==> src/rtl/win_gen_pkg.sv <==
// Shared constants for the 3x3 window generator: default geometry,
// counter-width helper and window index positions.
package win_gen_pkg;

  localparam int PIX_W_DEF = 8;
  localparam int IMG_W_DEF = 64;
  localparam int IMG_H_DEF = 64;

  // Width of a counter covering 0..n-1, never narrower than one bit.
  function automatic int cnt_w(input int n);
    return (n > 1) ? $clog2(n) : 1;
  endfunction

  localparam int COL_W_DEF = cnt_w(IMG_W_DEF);
  localparam int ROW_W_DEF = cnt_w(IMG_H_DEF);

  localparam int WIN_N   = 9;
  localparam int TL_IDX  = 0;
  localparam int CTR_IDX = 4;
  localparam int BR_IDX  = 8;

endpackage

==> src/rtl/window_gen_3x3_if.sv <==
// Pixel-in / window-out bundle of the 3x3 window generator.
interface window_gen_3x3_if
  import win_gen_pkg::*;
#(
  parameter int PIX_W = PIX_W_DEF,
  parameter int IMG_W = IMG_W_DEF,
  parameter int IMG_H = IMG_H_DEF
);
  localparam int COL_W = cnt_w(IMG_W);
  localparam int ROW_W = cnt_w(IMG_H);

  logic [PIX_W-1:0] Pix_In;
  logic             Pix_Valid;
  logic             Sof;
  logic [PIX_W-1:0] X0, X1, X2, X3, X4, X5, X6, X7, X8;
  logic             Win_Valid;
  logic [ROW_W-1:0] Ctr_Row;
  logic [COL_W-1:0] Ctr_Col;
  logic             Frame_Done;

  modport master (
    output Pix_In, Pix_Valid, Sof,
    input  X0, X1, X2, X3, X4, X5, X6, X7, X8,
    input  Win_Valid, Ctr_Row, Ctr_Col, Frame_Done
  );

  modport slave (
    input  Pix_In, Pix_Valid, Sof,
    output X0, X1, X2, X3, X4, X5, X6, X7, X8,
    output Win_Valid, Ctr_Row, Ctr_Col, Frame_Done
  );
endinterface

==> src/rtl/window_gen_3x3_line_buffer.sv <==
// One image line of storage: single address, asynchronous read of the old
// entry and write of the new one on the same enabled edge.
module line_buffer
  import win_gen_pkg::*;
#(
  parameter int DEPTH  = IMG_W_DEF,
  parameter int WIDTH  = PIX_W_DEF,
  parameter int ADDR_W = cnt_w(DEPTH)
) (
  input  logic              clk,
  input  logic              en,
  input  logic [ADDR_W-1:0] addr,
  input  logic [WIDTH-1:0]  wr_data,
  output logic [WIDTH-1:0]  rd_data
);

  logic [WIDTH-1:0] mem [DEPTH];

  assign rd_data = mem[addr];

  // NOTE: storage arrays carry no reset; every entry is rewritten before its contents reach a valid window.
  always_ff @(posedge clk) begin
    if (en) mem[addr] <= wr_data;
  end

endmodule

==> src/rtl/window_gen_3x3.sv <==
// Raster-order pixel stream in, registered 3x3 neighbourhood out with
// centre coordinates and an end-of-frame pulse.
module window_gen_3x3
  import win_gen_pkg::*;
#(
  parameter int IMG_W = IMG_W_DEF,
  parameter int IMG_H = IMG_H_DEF,
  parameter int PIX_W = PIX_W_DEF
) (
  input  logic            Clk,
  input  logic            Rst,
  window_gen_3x3_if.slave win
);

  localparam int COL_W = cnt_w(IMG_W);
  localparam int ROW_W = cnt_w(IMG_H);
  localparam logic [COL_W-1:0] COL_LAST = COL_W'(IMG_W - 1);
  localparam logic [ROW_W-1:0] ROW_LAST = ROW_W'(IMG_H - 1);

  typedef logic [PIX_W-1:0] pix_t;

  logic             accept;
  logic [COL_W-1:0] col_cur, col_q, col_d, ctr_col_q, ctr_col_d;
  logic [ROW_W-1:0] row_cur, row_q, row_d, ctr_row_q, ctr_row_d;
  pix_t             win_q [WIN_N];
  pix_t             win_d [WIN_N];
  pix_t             lb0_rd, lb1_rd;
  logic             win_valid_q, win_valid_d, frame_done_q, frame_done_d;

  assign accept  = win.Pix_Valid;
  assign col_cur = win.Sof ? '0 : col_q;
  assign row_cur = win.Sof ? '0 : row_q;

  // LB1 holds the previous row; LB0 takes over whatever LB1 held at this column.
  line_buffer #(.DEPTH(IMG_W), .WIDTH(PIX_W)) u_lb1 (
    .clk(Clk), .en(accept), .addr(col_cur), .wr_data(win.Pix_In), .rd_data(lb1_rd)
  );

  line_buffer #(.DEPTH(IMG_W), .WIDTH(PIX_W)) u_lb0 (
    .clk(Clk), .en(accept), .addr(col_cur), .wr_data(lb1_rd), .rd_data(lb0_rd)
  );

  // NOTE: every signal gets a hold default before the conditional updates, so no latch is inferred.
  always_comb begin
    col_d        = col_q;
    row_d        = row_q;
    win_d        = win_q;
    ctr_row_d    = ctr_row_q;
    ctr_col_d    = ctr_col_q;
    win_valid_d  = 1'b0;
    frame_done_d = 1'b0;
    if (accept) begin
      if (col_cur == COL_LAST) begin
        col_d = '0;
        row_d = (row_cur == ROW_LAST) ? '0 : row_cur + ROW_W'(1);
      end else begin
        col_d = col_cur + COL_W'(1);
        row_d = row_cur;
      end

      win_d[TL_IDX]      = win_q[TL_IDX + 1];
      win_d[TL_IDX + 1]  = win_q[TL_IDX + 2];
      win_d[TL_IDX + 2]  = lb0_rd;
      win_d[CTR_IDX - 1] = win_q[CTR_IDX];
      win_d[CTR_IDX]     = win_q[CTR_IDX + 1];
      win_d[CTR_IDX + 1] = lb1_rd;
      win_d[BR_IDX - 2]  = win_q[BR_IDX - 1];
      win_d[BR_IDX - 1]  = win_q[BR_IDX];
      win_d[BR_IDX]      = win.Pix_In;

      win_valid_d  = (row_cur >= ROW_W'(2)) && (col_cur >= COL_W'(2));
      frame_done_d = (row_cur == ROW_LAST) && (col_cur == COL_LAST);
      // Centre coordinates only move with a real window so they hold otherwise.
      if (win_valid_d) begin
        ctr_row_d = row_cur - ROW_W'(1);
        ctr_col_d = col_cur - COL_W'(1);
      end
    end
  end

  // NOTE: state registers use non-blocking assignments so all flops sample the same pre-edge values.
  always_ff @(posedge Clk or negedge Rst) begin
    if (!Rst) begin
      col_q        <= '0;
      row_q        <= '0;
      win_q        <= '{default: '0};
      ctr_row_q    <= '0;
      ctr_col_q    <= '0;
      win_valid_q  <= 1'b0;
      frame_done_q <= 1'b0;
    end else begin
      col_q        <= col_d;
      row_q        <= row_d;
      win_q        <= win_d;
      ctr_row_q    <= ctr_row_d;
      ctr_col_q    <= ctr_col_d;
      win_valid_q  <= win_valid_d;
      frame_done_q <= frame_done_d;
    end
  end

  assign win.X0         = win_q[0];
  assign win.X1         = win_q[1];
  assign win.X2         = win_q[2];
  assign win.X3         = win_q[3];
  assign win.X4         = win_q[4];
  assign win.X5         = win_q[5];
  assign win.X6         = win_q[6];
  assign win.X7         = win_q[7];
  assign win.X8         = win_q[8];
  assign win.Win_Valid  = win_valid_q;
  assign win.Ctr_Row    = ctr_row_q;
  assign win.Ctr_Col    = ctr_col_q;
  assign win.Frame_Done = frame_done_q;

endmodule

==> src/flat_wrapper.sv <==
// flat-port wrapper written by rule: the top's interface ports become plain ports
module window_gen_3x3_flat import win_gen_pkg::*;
#(
  parameter int IMG_W = IMG_W_DEF,
  parameter int IMG_H = IMG_H_DEF,
  parameter int PIX_W = PIX_W_DEF
)
  (Clk, Rst, win_Pix_In, win_Pix_Valid, win_Sof, win_X0, win_X1, win_X2, win_X3, win_X4, win_X5, win_X6, win_X7, win_X8, win_Win_Valid, win_Ctr_Row, win_Ctr_Col, win_Frame_Done);
  window_gen_3x3_if #(.PIX_W(PIX_W), .IMG_W(IMG_W), .IMG_H(IMG_H)) win_i ();
  input  logic Clk;
  input  logic Rst;
  input wire logic [$bits(win_i.Pix_In)-1:0] win_Pix_In;
  input wire logic [$bits(win_i.Pix_Valid)-1:0] win_Pix_Valid;
  input wire logic [$bits(win_i.Sof)-1:0] win_Sof;
  output wire logic [$bits(win_i.X0)-1:0] win_X0;
  output wire logic [$bits(win_i.X1)-1:0] win_X1;
  output wire logic [$bits(win_i.X2)-1:0] win_X2;
  output wire logic [$bits(win_i.X3)-1:0] win_X3;
  output wire logic [$bits(win_i.X4)-1:0] win_X4;
  output wire logic [$bits(win_i.X5)-1:0] win_X5;
  output wire logic [$bits(win_i.X6)-1:0] win_X6;
  output wire logic [$bits(win_i.X7)-1:0] win_X7;
  output wire logic [$bits(win_i.X8)-1:0] win_X8;
  output wire logic [$bits(win_i.Win_Valid)-1:0] win_Win_Valid;
  output wire logic [$bits(win_i.Ctr_Row)-1:0] win_Ctr_Row;
  output wire logic [$bits(win_i.Ctr_Col)-1:0] win_Ctr_Col;
  output wire logic [$bits(win_i.Frame_Done)-1:0] win_Frame_Done;
  assign win_i.Pix_In = win_Pix_In;
  assign win_i.Pix_Valid = win_Pix_Valid;
  assign win_i.Sof = win_Sof;
  assign win_X0 = win_i.X0;
  assign win_X1 = win_i.X1;
  assign win_X2 = win_i.X2;
  assign win_X3 = win_i.X3;
  assign win_X4 = win_i.X4;
  assign win_X5 = win_i.X5;
  assign win_X6 = win_i.X6;
  assign win_X7 = win_i.X7;
  assign win_X8 = win_i.X8;
  assign win_Win_Valid = win_i.Win_Valid;
  assign win_Ctr_Row = win_i.Ctr_Row;
  assign win_Ctr_Col = win_i.Ctr_Col;
  assign win_Frame_Done = win_i.Frame_Done;
  window_gen_3x3 #(.IMG_W(IMG_W), .IMG_H(IMG_H), .PIX_W(PIX_W)) u_core (.Clk(Clk), .Rst(Rst), .win(win_i));
endmodule
==> config.mk <==
export PLATFORM = sky130hd
export DESIGN_NAME = window_gen_3x3_flat
export DESIGN_NICKNAME = d
export VERILOG_FILES = /design/src/rtl/win_gen_pkg.sv /design/src/rtl/window_gen_3x3_if.sv /design/src/rtl/window_gen_3x3_line_buffer.sv /design/src/rtl/window_gen_3x3.sv /design/src/flat_wrapper.sv
export SDC_FILE = /design/constraint.sdc
export NUM_CORES = 1
export LEC_CHECK = 0
export ABC_AREA = 1
export CAP_MARGIN = 20
export CORE_AREA = 2 2 232 349
export CTS_CLUSTER_DIAMETER = 120
export DETAILED_ROUTE_END_ITERATION = 6
export DIE_AREA = 0 0 234 351
export GPL_TIMING_DRIVEN = 1
export PLACE_DENSITY = 0.81
export SYNTH_ARGS = -nofsm -noshare
export SYNTH_HDL_FRONTEND = slang
export SYNTH_SLANG_ARGS = --single-unit
==> constraint.sdc <==
create_clock -name Clk -period 3.61 [get_ports Clk]
set_input_delay 0.722 -clock Clk [delete_from_list [all_inputs] [get_ports Clk]]
set_output_delay 0.722 -clock Clk [all_outputs]
set_load 0.01 [all_outputs]
==> flow_summary_export.csv <==
group,metric,value,unit
status,status,"complete, no violations",
cts,clockRootBuffer,"clkbuf_16",
drt,vias,33510,
timing,setup_viol_count_final,0,
cts,cts_hold_buf,0,
placement,dp_hpwl,80790,µm
final_layout,diodes,0,
cts,clock_sinks,1122,
logic_synthesis,yosys_warnings,0,
die,core,79290,µm²
timing,skew,0.02778,ns
drt,wl_per_cell,22.12,µm
logic_synthesis,synth_edf_count,1024,
timing,rsz0062_at_grt,"no",
logic_synthesis,synth-main-ff-cell,"edfxtp_1",
drt,wl_met1,42570,µm
timing,hold_viol_final,0,
drt,drt-total-wl,128400,µm
drt,antenna_left,0,
logic_synthesis,syn_inst,4477,
timing,slew_violations,0,
drt,wl_met2,63360,µm
cts,ctsHtreeMaxLevel,3,
critical_path,worstPathRequired,4.16,ns
logic_synthesis,syn_area,47170,µm²
critical_path,r2r_slack,0.23,ns
logic_synthesis,synthArstFlopShare,0.08734,
timing,slew_headroom,0.2886,
min_path,hold_class,"in2async",
logic_synthesis,yosysSeqAreaShare,0.7039,
global_route,grt_pass1_vias,32400,
power,power.total,28.32,mW
placement,portBuffers,97,
critical_path,reg2reg_depth,13,
critical_path,arrival,4.03,ns
logic_synthesis,avgSynthCellArea,10.54,µm²
critical_path,cp-end-kind,"flop",
critical_path,worstSetupStartpointType,"input port",
logic_synthesis,syn-num-nets,4495,
drt,avgViaCountPerCell,5.775,
drt,route.met3.wl,12500,µm
final_layout,register_area,33210,µm²
power,p_leak,22.60,nW
power,powerDensity,523.3,nW/µm²
drt,drc,0,
cts,post_cts_buffers,0,
die,rows,127,
drt,drt-initial-drc-count,4320,
drt,highest_layer,"met4",
timing,worst_pin_slew,1.067,ns
final_layout,multi_input_area,11570,µm²
logic_synthesis,synth_cell_types,36,
drt,first_pass_iters,6,
cts,worstSkewPairLatency,0.68,ns
final_layout,fin_nets,4716,
critical_path,r2r-end,"u_core.win.X2[5]",
cts,max-clock-path-buffers,3,
cts,cts-buffers-inserted,91,
die,fp.dieH,351,µm
timing,fmax,287.1,MHz
die,start_util,0.5949,
die,dieWidth,234,µm
global_route,antenna_found_initial,1,
timing,finalCritPeriodShare,0.9649,
cts,cts_tree,"done",
logic_synthesis,ys_seq_elements,1122,
timing,holdWs,0.1524,ns
final_layout,synthToLayoutAreaGrowth,14.75,%
timing,final.setup.tns,0,ns
final_layout,mostFrequentLayoutCell,"nand2_1",
critical_path,reg2reg_from,"u_core.col_q[0]",
final_layout,drive_gt1_frac,0.09182,
run,drv_cap,0,
global_route,gr-total-overflow,0,
critical_path,crit_fanout,49,
final_layout,nFillCells,5255,
placement,place.gp.congestion,0.9459,
global_route,grt_first_pass_wirelength,189800,µm
power,vdd_drop_max,384.1,µV
cts,postCtsResizedCells,0,
timing,final.min_clock_period,3.483,ns
global_route,grt_max_degree,69,
global_route,grtUsageTotal,0.3145,
critical_path,path_class,"in2reg",
die,io_pins,98,
die,dieArea,82130,µm²
cts,clk_pin_slew_worst_paths,0.07,ns
final_layout,layout_common_cells,"nand2_1, edfxtp_1, inv_1, nor2_1, nand3_1",
## flip-flops by register name, summed over array words and instances, names as in the netlist
name / cells
u_core.u_lb0.mem: 512
u_core.win.Ctr_Row: 6
u_core.win.X1: 8
u_core.win.X0: 8
u_core.win.X8: 8
u_core.win.Win_Valid: 1
u_core.win.Ctr_Col: 6
u_core.col_q: 6
u_core.u_lb1.mem: 512
u_core.row_q: 6
u_core.win.Frame_Done: 1
u_core.win.X4: 8
u_core.win.X5: 8
u_core.win.X6: 8
u_core.win.X3: 8
u_core.win.X7: 8
u_core.win.X2: 8
## cells by family after synthesis
family | count (synthesis) | share of synthesized area
XOR/XNOR | 10 | 0.001857
flip-flops | 1122 | 0.7039
adder cells (fa/ha/maj) | 6 | 0.001592
AND/OR/NAND/NOR | 2541 | 0.2119
AO/OA/AOI/OAI | 215 | 0.02883
buffers and inverters | 583 | 0.05196
## through the flow
step	util	instance area (µm²)	worst slack, ns	std cells
2_1_floorplan	-	47170	0.3838	4477
3_3_place_gp	0.6454	51170	-0.2581	5635
3_5_place_dp	0.6454	51170	-0.2297	5635
4_1_cts	0.6821	54090	0.3763	5800
5_1_grt	0.6826	54130	0.1165	5802
6_report	0.6826	54130	0.1266	5802
## final cells by class
cell class | count | area share
Clock inverter | 52 | 0.009085
Timing Repair Buffer | 346 | 0.06967
Multi-Input combinational cell | 2772 | 0.2138
Sequential cell | 1122 | 0.6135
Inverter | 365 | 0.02540
Tap cell | 1032 | 0.02386
Clock buffer | 113 | 0.04475
## report_power, final
part	switching, mW	leakage, nW	internal [mW]
Sequential	0.221	10.5	14.7
Clock	4.50	1.42	5.31
Combinational	2.41	10.7	1.15
Total	7.12	22.6	21.2
## synthesized netlist by cell type (4+ instances only)
master / instances / share of area
a21oi_1: 7 / 0.00074
buf_1: 18 / 0.0014
buf_2: 121 / 0.013
buf_4: 21 / 0.0033
buf_6: 4 / 0.00095
clkbuf_1: 54 / 0.0043
dfrtp_1: 98 / 0.052
edfxtp_1: 1024 / 0.65
ha_1: 6 / 0.0016
inv_1: 352 / 0.028
inv_2: 11 / 0.00088
nand2_1: 1955 / 0.16
nand3_1: 272 / 0.029
nand3b_1: 6 / 0.00095
nor2_1: 283 / 0.023
nor2_2: 8 / 0.0011
nor2_4: 5 / 0.0012
o211ai_1: 82 / 0.013
o21a_1: 22 / 0.0035
o21ai_0: 88 / 0.0093
o21ai_1: 6 / 0.00064
xor2_1: 7 / 0.0013
## critical path: stages
cell,delay (ns)
clkdlybuf4s50_1,0.54
buf_4,0.22
nor2_4,0.20
buf_12,0.32
buf_4,0.38
nand2_1,0.10
nand3_1,0.11
nand2_1,0.10
o21ai_0,0.15
nand2_1,0.15
nor2_1,0.60
nand2_1,0.19
nor2_1,0.15
nor2_1,0.07
## per-layer routing
layer,track usage,vias to the layer above
li1,-,15080
met1,0.3651,15940
met4,0.2273,0
met3,0.05261,444
met5,0,-
met2,0.5275,2046
## how the worst max path moves through the flow
| stage | from | to | slack (ns) | cells past startpoint |
|---|---|---|---|---|
| after floorplan | win_Sof | u_core.u_lb0.mem[0][7] | 0.38 | 12 |
| after global placement | win_Sof | u_core.win.X2[5] | -0.26 | 14 |
| after detailed placement | win_Sof | u_core.win.X2[5] | -0.23 | 14 |
| after CTS | win_Sof | u_core.win.X2[5] | 0.38 | 14 |
| after global routing | win_Sof | u_core.win.X2[5] | 0.12 | 14 |
| final | win_Sof | u_core.win.X2[5] | 0.13 | 14 |
(Power assumes the default switching activity.)
